--- src/rtl/time_unit_counter.sv ---
// Modulo-N time-unit counter with tick carry chain, push-button adjust and 7-segment decode.
// Optional adjust auto-repeat is compiled in when AUTO_REPEAT_EN is defined.
module time_unit_counter #(
    parameter int unsigned MODULO     = 60,
    parameter int unsigned RESET_VAL  = 59,
    parameter int unsigned W          = 7,
    parameter int unsigned REPEAT_DLY = 25000000,
    parameter int unsigned REPEAT_PER = 5000000
) (
    input  logic         clk50,
    input  logic         reset,
    input  logic         tick_in,
    input  logic         hold,
    input  logic         adj_n,
    input  logic         adj_up,
    output logic [W-1:0] count,
    output logic         carry_out,
    output logic [3:0]   bcd_tens,
    output logic [3:0]   bcd_ones,
    output logic [6:0]   seg_tens,
    output logic [6:0]   seg_ones
);

    localparam logic [W-1:0] MAX_V = W'(MODULO - 1);
    localparam logic [W-1:0] RST_V = W'(RESET_VAL);

    logic         tick_q;
    logic         tick_pend;
    logic         adj_s1;
    logic         adj_s2;
    logic         adj_d;
    logic         tick_ev;
    logic         press_ev;
    logic         rep_ev;
    logic         adj_ev;
    logic [W-1:0] count_inc;
    logic [W-1:0] count_dec;
    logic [W-1:0] count_nxt;
    logic         carry_nxt;
    logic         pend_nxt;
    logic [7:0]   cnt8;

    always_ff @(posedge clk50 or negedge reset) begin
        if (!reset) begin
            tick_q <= 1'b0;
            adj_s1 <= 1'b1;
            adj_s2 <= 1'b1;
            adj_d  <= 1'b1;
        end else begin
            tick_q <= tick_in;
            adj_s1 <= adj_n;
            adj_s2 <= adj_s1;
            adj_d  <= adj_s2;
        end
    end

    assign tick_ev  = tick_in & ~tick_q & ~hold;
    assign press_ev = adj_d & ~adj_s2;
    assign adj_ev   = press_ev | rep_ev;

`ifdef AUTO_REPEAT_EN
    typedef enum logic [1:0] {
        REP_IDLE,
        REP_DELAY,
        REP_REPEAT
    } rep_state_t;

    rep_state_t  rep_state;
    rep_state_t  rep_state_nxt;
    logic [31:0] rep_cnt;
    logic [31:0] rep_cnt_nxt;

    always_ff @(posedge clk50 or negedge reset) begin
        if (!reset) begin
            rep_state <= REP_IDLE;
            rep_cnt   <= '0;
        end else begin
            rep_state <= rep_state_nxt;
            rep_cnt   <= rep_cnt_nxt;
        end
    end

    // rep_cnt equals the number of low cycles since the press (or last repeat).
    always_comb begin
        rep_state_nxt = rep_state;
        rep_cnt_nxt   = rep_cnt;
        rep_ev        = 1'b0;
        if (adj_s2) begin
            rep_state_nxt = REP_IDLE;
            rep_cnt_nxt   = '0;
        end else begin
            case (rep_state)
                REP_IDLE: begin
                    rep_state_nxt = REP_DELAY;
                    rep_cnt_nxt   = 32'd1;
                end
                REP_DELAY: begin
                    if (rep_cnt == REPEAT_DLY) begin
                        rep_ev        = 1'b1;
                        rep_state_nxt = REP_REPEAT;
                        rep_cnt_nxt   = 32'd1;
                    end else begin
                        rep_cnt_nxt = rep_cnt + 32'd1;
                    end
                end
                REP_REPEAT: begin
                    if (rep_cnt == REPEAT_PER) begin
                        rep_ev      = 1'b1;
                        rep_cnt_nxt = 32'd1;
                    end else begin
                        rep_cnt_nxt = rep_cnt + 32'd1;
                    end
                end
                default: begin
                    rep_state_nxt = REP_IDLE;
                    rep_cnt_nxt   = '0;
                end
            endcase
        end
    end
`else
    logic unused_repeat;
    assign unused_repeat = ^{REPEAT_DLY, REPEAT_PER};
    assign rep_ev        = 1'b0;
`endif

    assign count_inc = (count == MAX_V) ? '0 : count + W'(1);
    assign count_dec = (count == '0) ? MAX_V : count - W'(1);

    // Adjust wins a collision; the tick is parked and applied on the next adjust-free cycle.
    always_comb begin
        count_nxt = count;
        carry_nxt = 1'b0;
        pend_nxt  = tick_pend;
        if (adj_ev) begin
            count_nxt = adj_up ? count_inc : count_dec;
            if (tick_ev) begin
                pend_nxt = 1'b1;
            end
        end else if (tick_ev || tick_pend) begin
            count_nxt = count_inc;
            carry_nxt = (count == MAX_V);
            pend_nxt  = 1'b0;
        end
    end

    always_ff @(posedge clk50 or negedge reset) begin
        if (!reset) begin
            count     <= RST_V;
            carry_out <= 1'b0;
            tick_pend <= 1'b0;
        end else begin
            count     <= count_nxt;
            carry_out <= carry_nxt;
            tick_pend <= pend_nxt;
        end
    end

    function automatic logic [6:0] seg7(input logic [3:0] d);
        case (d)
            4'd0:    seg7 = 7'h40;
            4'd1:    seg7 = 7'h79;
            4'd2:    seg7 = 7'h24;
            4'd3:    seg7 = 7'h30;
            4'd4:    seg7 = 7'h19;
            4'd5:    seg7 = 7'h12;
            4'd6:    seg7 = 7'h02;
            4'd7:    seg7 = 7'h78;
            4'd8:    seg7 = 7'h00;
            4'd9:    seg7 = 7'h10;
            default: seg7 = 7'h7F;
        endcase
    endfunction

    assign cnt8     = 8'(count);
    assign bcd_tens = 4'(cnt8 / 8'd10);
    assign bcd_ones = 4'(cnt8 % 8'd10);
    assign seg_tens = seg7(bcd_tens);
    assign seg_ones = seg7(bcd_ones);

endmodule

--- config.mk ---
export PLATFORM = sky130hd
export DESIGN_NAME = time_unit_counter
export DESIGN_NICKNAME = d
export VERILOG_FILES = /design/src/rtl/time_unit_counter.sv
export SDC_FILE = /design/constraint.sdc
export NUM_CORES = 1
export LEC_CHECK = 0
export BUFFER_PORTS_ARGS = -buffer_cell sky130_fd_sc_hd__clkbuf_2
export CAP_MARGIN = 40
export CORE_ASPECT_RATIO = 1.5
export CORE_MARGIN = 4
export CORE_UTILIZATION = 40
export CTS_CLUSTER_DIAMETER = 60
export DETAILED_ROUTE_END_ITERATION = 16
export HOLD_SLACK_MARGIN = 0.02
export PLACE_DENSITY = 0.59
export SETUP_SLACK_MARGIN = 0.1
export SLEW_MARGIN = 20
export SYNTH_ARGS = -nofsm -noshare
export SYNTH_HDL_FRONTEND = slang
export SYNTH_SLANG_ARGS = --single-unit
--- constraint.sdc ---
create_clock -name clk50 -period 3.6 [get_ports clk50]
set_input_delay 0.36 -clock clk50 [delete_from_list [all_inputs] [get_ports clk50]]
set_output_delay 0.36 -clock clk50 [all_outputs]
set_load 0.005 [all_outputs]
Word-level counts from Yosys, hierarchy flattened
Memory sizes are Yosys's and may differ from the RTL's.
Index checks and enable logic that the tools add are counted.
{ "word_totals": {"out_inout_bits": 30, "romBits": 224, "reg_bits": 13, "n_memories": 2, "elab_cells": 35, "in_bits": 6} }
{ "memory_table": {"columns": ["name", "depth", "word_bits", "rd", "rd_clocked_by_memory_dff", "wr", "line_no", "rtl"], "rows": [
  ["(name not given)", 16, 7, 1, 0, 0, "160", "case (d)"],
  ["(name not given)", 16, 7, 1, 0, 0, "160", null]
]} }
{ "op_classes": {"n_div": 2, "n_addsub": 2, "eq_ne": 2, "reduce_logical": 4, "bitwise": 6, "n_mux": 10} }
{ "ops": {"columns": ["cell", "count"], "rows": [
  ["2-to-1 mux 7 bit", 5],
  ["divider 7 x 4 -> 8 bit, second input constant", 1],
  ["remainder unit 7 x 4 -> 8 bit, second input constant", 1],
  ["adder 7 x 1 -> 7 bit, second input constant", 1],
  ["equality test 7 x 6 -> 1 bit, second input constant", 1],
  ["zero test 7 bit", 1],
  ["subtractor 7 x 1 -> 7 bit, second input constant", 1],
  ["2-to-1 mux 1 bit", 5],
  ["bitwise AND 1 bit", 3],
  ["NOT 1 bit", 3],
  ["!= test 2 bit, second input constant", 1],
  ["AND reduction 2 bit", 1],
  ["nonzero test 2 bit", 1],
  ["logical OR 1 bit", 1]
]} }

Logic depth before layout (Yosys ltp)
Gate-level depths: netlist of run 1.
{ "logic_depth": {"ltp_word": 6, "mapped_depth": 13, "ltp_nobuf": 12} }

Worst setup path before layout of run 1
No wires, ideal clock.
{ "synth_timing": {"kind": "flip-flop to output port", "start": "reg count[0]", "end": "out seg_ones[6]", "t_required_ps": 3240, "path_stages_with_launch": 13, "t_arrival_ps": 2820, "setup_slack_ps": 420, "n_path_buf": 1, "path_cell_list": "dfstp_2 inv_1 ha_1 nand3b_1 a211oi_1 o21a_1 or3_1 clkbuf_2 nor2_4 xnor2_1 ha_1 a21oi_1 a2111oi_2"} }
{ "synth_between": {"elab_chain_len": 2} }
{ "synth_rtl": {"columns": ["item", "line_no", "rtl"], "rows": [
  ["start, declared", "16", "output logic [W-1:0] count,"],
  ["start signal, assigned", "153", "count <= count_nxt;"],
  ["remainder unit 7 x 4 -> 8 bit", "177", "assign bcd_ones = 4'(cnt8 % 8'd10);"],
  ["named net bcd_ones[1]", "19", "output logic [3:0] bcd_ones,"],
  ["memory read (16 x 7 bit)", null, null],
  ["end, declared", "21", "output logic [6:0] seg_ones"]
]} }
The timed path passes the listed nets, and every way through them passes these cells.

Worst setup path in the final report of run 1
{ "layout_timing": {"start": "reg count[3]", "end": "out seg_ones[6]"} }
{ "layout_between": {"elab_chain_len": 2} }
{ "layout_rtl": {"columns": ["item", "line_no"], "rows": [
  ["remainder unit 7 x 4 -> 8 bit", "177"],
  ["memory read (16 x 7 bit)", null]
]} }
Every way passes these cells.

==> results of run 1 <==
layout make-up:
type,instances,area share [%]
multi-input cells,178,60.2
flip-flops and latches,13,16.8
repair buffers,53,15.9
well taps,46,2.82
clock buffers,3,2.02
inverters,11,2.02
clock inverters,1,0.245
state kept, by name, indices dropped and copies added (netlist names):
register,cells
adj_s2,1
adj_s1,1
count,7
adj_d,1
tick_pend,1
carry_out,1
tick_q,1
power by group through the flow:
stage | Clock (µW) | Sequential (µW) | Combinational, µW
floorplan | 0 | 262 | 1430
global placement | 0 | 316 | 1980
detailed placement | 0 | 316 | 1980
CTS | 131 | 318 | 2010
global route | 138 | 330 | 2330
finish | 129 | 317 | 2060
worst paths after layout:
| path | start | end | slack, ns | cells past startpoint |
|---|---|---|---|---|
| hold / removal | adj_n | adj_s1 | 0.19 | 1 |
| setup reg to reg | count[1] | count[6] | 1.25 | 7 |
| max in group asynchronous | reset | count[0] | 2.77 | 2 |
| hold reg to reg | adj_s1 | adj_s2 | 0.36 | 0 |
| setup / recovery | count[3] | seg_ones[6] | 0.28 | 10 |
| min in group asynchronous | reset | tick_q | 0.54 | 2 |
per-stage QoR:
stage	utilization [%]	area, µm²	std cells	worst slack (ns)
6_report	48.6	2040	305	0.275
5_1_grt	48.6	2040	305	0.0779
4_1_cts	47.3	1990	302	0.122
3_5_place_dp	45.7	1920	296	0.332
3_3_place_gp	45.7	1920	296	0.360
2_1_floorplan	-	1740	223	0.420
cell families (layout without fill, tap and decap cells):
group	Yosys count	after routing	synth area share (%)
buf+inv	32	68	11.1
fa+ha+maj	13	13	9.33
compound gates	77	77	29.6
mux	4	4	2.37
flops	13	13	19.2
simple gates	78	78	25.4
xor+xnor	6	6	3.02
layout by cell type (no fill, tap or decap), types with 3 or more instances in the layout:
cell,Yosys,final
a22oi_1,3,3
o21ai_0,19,19
ha_1,13,13
buf_4,4,16
inv_1,9,9
clkbuf_8,0,3
dfrtp_1,5,4
a211oi_1,3,3
a2bb2oi_1,3,3
a32oi_1,3,3
nor2b_1,7,6
nand2b_1,4,4
and2_1,4,4
nor3b_1,4,4
o22ai_1,4,4
mux2i_1,3,3
nand2_1,15,15
dfstp_2,8,6
xnor2_1,4,3
clkbuf_2,1,35
a21oi_1,17,17
nand3_1,7,7
nand3b_1,4,4
nor2_1,16,16
nor3_1,5,5
per-layer routing:
metal / wire (µm) / vias to the layer above / share of wire (%) / GRT usage, %
li1: - / 880 / - / -
met3: 156 / 6 / 3.4 / 1.17
met1: 1830 / 846 / 40 / 19.7
met5: 0 / - / 0 / 0
met4: 44 / 0 / 0.96 / 5.02
met2: 2570 / 45 / 56 / 32.8
repair_timing:
action | 4_1_cts | 5_1_grt
endpoints found under the setup margin | 1 | 5
hold buffers | 1 | 0
resized for setup | 1 | 5
endpoints found under the hold margin | 5 | 0
buffers inserted | 1 | 3
pin swaps | 2 | 1
gates cloned | 0 | 0
==> qor.yml, run 1 <==
cells_and_area:
  drive_gt1_share_pct: 29.3
  antenna_cells: 0
  multi_input_area_um2: 1230
  syn2layout_area_growth_pct: 17.3
  fillers: 435
  layout.nets: 279
  regArea_um2: 344
detailed_routing:
  routed_via_density: 5.83
  dr.pass1.iters: 5
  postRouteAntennaNets: 0
  drc: 0
  finalWirelength_um: 4600
  wl_per_cell_um: 15.1
  drt_iter0_markers: 68
  vias: 1777
place:
  hpwlAfterDp_um: 3550
  port_buffers: 35
  globalplace.congestion: 0.892
pwr:
  fin_total_pwr_uw: 2510
  p_comb_share_pct: 82.3
  p_leak_uw: 0.000943
  p_clk_share_pct: 5.1
  power_density_nw_per_um2: 1230
  peakVddDrop_uv: 841
  switchingPower_uw: 1260
  p_int_uw: 1250
  pwr-share-seq_pct: 12.6
  swShare_pct: 50.0
grt:
  grt_max_degree: 22
  grt_pass1_wl_um: 7450
  grt_pass1_vias: 1661
  grt_overflow: 0
  grt_usage_pct: 17.3
  antenna_found_initial: 0
sta:
  finalClockSkew_ns: 0.00365
  min_period_ns: 3.32
  worst_pin_slew_ns: 0.566
  finalHoldViolations: 0
  holdWs_ns: 0.192
  finalSetupViolations: 0
  timing.fmax_ghz: 0.301
  relSlewSlack_pct: 62.0
  slew_viol_final: 0
  finalCritPeriodShare_pct: 92.3
  rsz0062_at_grt: "true"
  setup_tns_ns: 0
logic_synthesis:
  synth-edff-count: 0
  async_reset_ff_share_pct: 100
  yosys_warnings: 0
  synth_top_area_share_pct: 12.1
  yosys_register_bits: 13
  synth_largest_area_cell: "dfstp_2"
  synth_flop_cell: "dfstp_2"
  syn-num-nets: 242
  synthTopCellsByArea: "dfstp_2 (12%), ha_1 (9.3%), dfrtp_1 (7.2%)"
  avgSynthCellArea_um2: 7.82
  netlist_area_um2: 1740
  netlist_instances: 223
  yosysSeqAreaShare_pct: 19.2
  synth_common_cells: "o21ai_0 (19), a21oi_1 (17), nor2_1 (16)"
  synthDistinctLibCells: 58
  yosysMostFrequentCell: "o21ai_0"
floorplan:
  start_util_pct: 41.4
  ioPinCount: 36
  die_w_um: 61.9
  num_rows: 29
  dieArea_um2: 5500
  dieHeight_um: 88.8
  core_area_um2: 4210
cts:
  cts.path.max_buffers: 2
  clk_pin_slew_worst_paths_ns: 0.06
  cts-root-buf: "clkbuf_8"
  htree_levels: 1
  cts_tree: "built"
  insertion_delay_ns: 0.24
  cts_made_buffers: 3
  cts_sinks: 13
critical_path:
  cp_num_buf_inv: 1
  cp-start-kind: "flip-flop"
  critical-path-max-stage-delay_ns: 0.72
  crit_required_ns: 3.24
  cpMaxStageDelayCell: "dfstp_4"
  cp.arrival_ns: 2.96
  critPathKind: "flip-flop to output pin"
  crit_family: "simple AND/OR/NAND/NOR gates"
  crit_fanout: 19
  setup.worst_path.end_class: "output pin"
  cp_cell_sequence: "nor2_1 > and2_1 > o21a_1 > or2_2 > nor2_4 > xnor2_2 > ha_1 > a21oi_1 > a2111oi_2 > clkbuf_2"
outcome:
  status: "finished, final reports clean"
hold_path:
  hold_class: "primary input to flip-flop"
run:
  cap_violations: 0
Note: power is estimated with default switching activity, not from simulation.
==> run 2: changes to the inputs <==
Settings changed: PLACE_DENSITY 0.59 to 0.62.
Clock period 3.6 ns to 3 ns, I/O delays scaled along.
==> qor.yml, run 2 (synthesis results as in run 1) <==
outcome:
  status: "finished, violations left"
  violations: "setup timing"
sta:
  slew_viol_final: 0  # unchanged
  finalCritPeriodShare_pct: 103
  setup_slack_ns: -0.0840  # -0.359 ns
  min_period_ns: 3.08
  holdWs_ns: 0.135  # -0.0564 ns
  rsz0062_at_grt: "true"
  worst_pin_slew_ns: 0.546  # -0.0195 ns
  finalHoldViolations: 0  # unchanged
  finalSetupViolations: 6  # +6
  finalClockSkew_ns: 0.00665  # +0.00300 ns
  setup_tns_ns: -0.302  # -0.302 ns
  relSlewSlack_pct: 63.3  # +1.3 points
  timing.fmax_ghz: 0.324
critical_path:
  cp.arrival_ns: 2.78  # -0.18 ns
  cpMaxStageDelayCell: "dfstp_2"
  cp_cell_sequence: "and4b_1 > o21ai_0 > a32oi_2 > or2_4 > nor2_4 > xnor2_2 > ha_2 > a21oi_1 > a2111oi_2 > buf_2"
  critPathKind: "flip-flop to output pin"
  cp-start-kind: "flip-flop"
  setup.worst_path.end_class: "output pin"
  crit_required_ns: 2.70  # -0.54 ns
  critical-path-max-stage-delay_ns: 0.57  # -0.15 ns
  crit_fanout: 6  # -13
  ff2ff_path_depth: 7  # unchanged
grt:
  grt_overflow: 0  # unchanged
  antenna_found_initial: 0  # unchanged
  grt_pass1_wl_um: 8420  # +13%
  grt_max_degree: 17  # -23%
  grt_pass1_vias: 1788  # +7.6%
  grt_usage_pct: 19.9  # +2.6 points
floorplan:
  ioPinCount: 36  # unchanged
  dieHeight_um: 88.8  # unchanged
  dieArea_um2: 5500  # unchanged
  core_area_um2: 4210  # unchanged
  num_rows: 29  # unchanged
  start_util_pct: 41.4  # unchanged
  die_w_um: 61.9  # unchanged
detailed_routing:
  drt_iter0_markers: 98  # +44%
  drc: 0  # unchanged
  finalWirelength_um: 5260  # +14%
  vias: 1906  # +7.3%
  dr.pass1.iters: 4  # -1
  wl_per_cell_um: 16.0  # +6.4%
  postRouteAntennaNets: 0  # unchanged
  routed_via_density: 5.81  # -0.26%
place:
  globalplace.congestion: 0.930  # +4.3%
  port_buffers: 35  # unchanged
  pre_cts_slack_ns: 0.101  # -0.231 ns
  hpwlAfterDp_um: 3610  # +1.7%
  placed_cell_area_um2: 2000  # +4.2%
cts:
  cts_made_buffers: 3  # unchanged
  cts_sinks: 13  # unchanged
  insertion_delay_ns: 0.25  # about the same
  htree_levels: 1  # unchanged
  cts_tree: "built"
  cts.path.max_buffers: 2  # unchanged
  clk_pin_slew_worst_paths_ns: 0.06  # about the same
  cts-root-buf: "clkbuf_8"
cells_and_area:
  layout.nets: 302  # +8.2%
  drive_gt1_share_pct: 42.9  # +14 points
  layout_common_cells: "buf_4 (35), clkbuf_2 (33), o21ai_0 (18)"
  largest_reg_flops: 7  # unchanged
  regMostFlops: "count"
  final_common_cell: "buf_4"
  antenna_cells: 0  # unchanged
  stdcell_area_um2: 2380  # +16%
  syn2layout_area_growth_pct: 36.4
hold_path:
  hold_depth: 1  # unchanged
  hold_class: "primary input to flip-flop"
run:
  cap_violations: 0  # unchanged
==> run 2: cell types whose count changed in the layout (fill, tap and decap cells not counted), sizes merged <==
cell | before | now
buf | 17 | 42
clkbuf | 38 | 36
==> run 2: routing by layer <==
layer | part of all wire (%) | GRT usage [%] | vias to the layer above
li1 | - | - | 933
met1 | 38 | 22.6 | 907
met2 | 56 | 38.2 | 57
met3 | 4.4 | 1.46 | 9
met4 | 1.1 | 5.02 | 0
met5 | 0 | 0 | -
==> run 2: layout make-up <==
| type | count | area (µm²) |
|---|---|---|
| Timing Repair Buffer | 76 | 498 |
| Multi-Input combinational cell | 178 | 1390 |
| Tap cell | 46 | 57.6 |
| Fill cell | 385 | 1830 |
| Inverter | 11 | 43.8 |
| Clock buffer | 3 | 41.3 |
| Sequential cell | 13 | 340 |
| Clock inverter | 1 | 5.00 |
==> run 2: worst paths after layout <==
path	startpoint	end	slack (ns)
worst min register to register	adj_s1	adj_s2	0.36
worst max-delay path	count[4]	seg_ones[6]	-0.08
worst max register to register	count[1]	count[6]	0.63
worst min-delay path	adj_n	adj_s1	0.14
min in group asynchronous	reset	carry_out	0.47
max in group asynchronous	reset	count[5]	2.23
==> run 2: through the flow <==
step                      util, %  instances
after global routing         56.5        328
after detailed placement     47.6        304
after global placement       47.6        304
after CTS                    55.5        326
after floorplan                 -        223
final                        56.5        328
==> run 2: repair_timing <==
action,4_1_cts,5_1_grt
resized for setup,32,7
cloned,0,0
pin swaps,14,5
buffers inserted,17,2
endpoints found under the setup margin,13,13
hold buffers,1,0
hold endpoints to repair,5,0
==> run 2: critical path: cells and delay by family (launching register included) <==
family                   cells  cell delay (ns)
buffers and inverters        1             0.16
AND/OR/NAND/NOR              3             0.67
XOR/XNOR                     1             0.15
adder cells (fa/ha/maj)      1             0.22
AO/OA/AOI/OAI                4             0.77
flip-flops                   1             0.57
Power of run 2 is not shown: default switching activity piles up to over one toggle a cycle in this logic, so the estimate is an artifact.
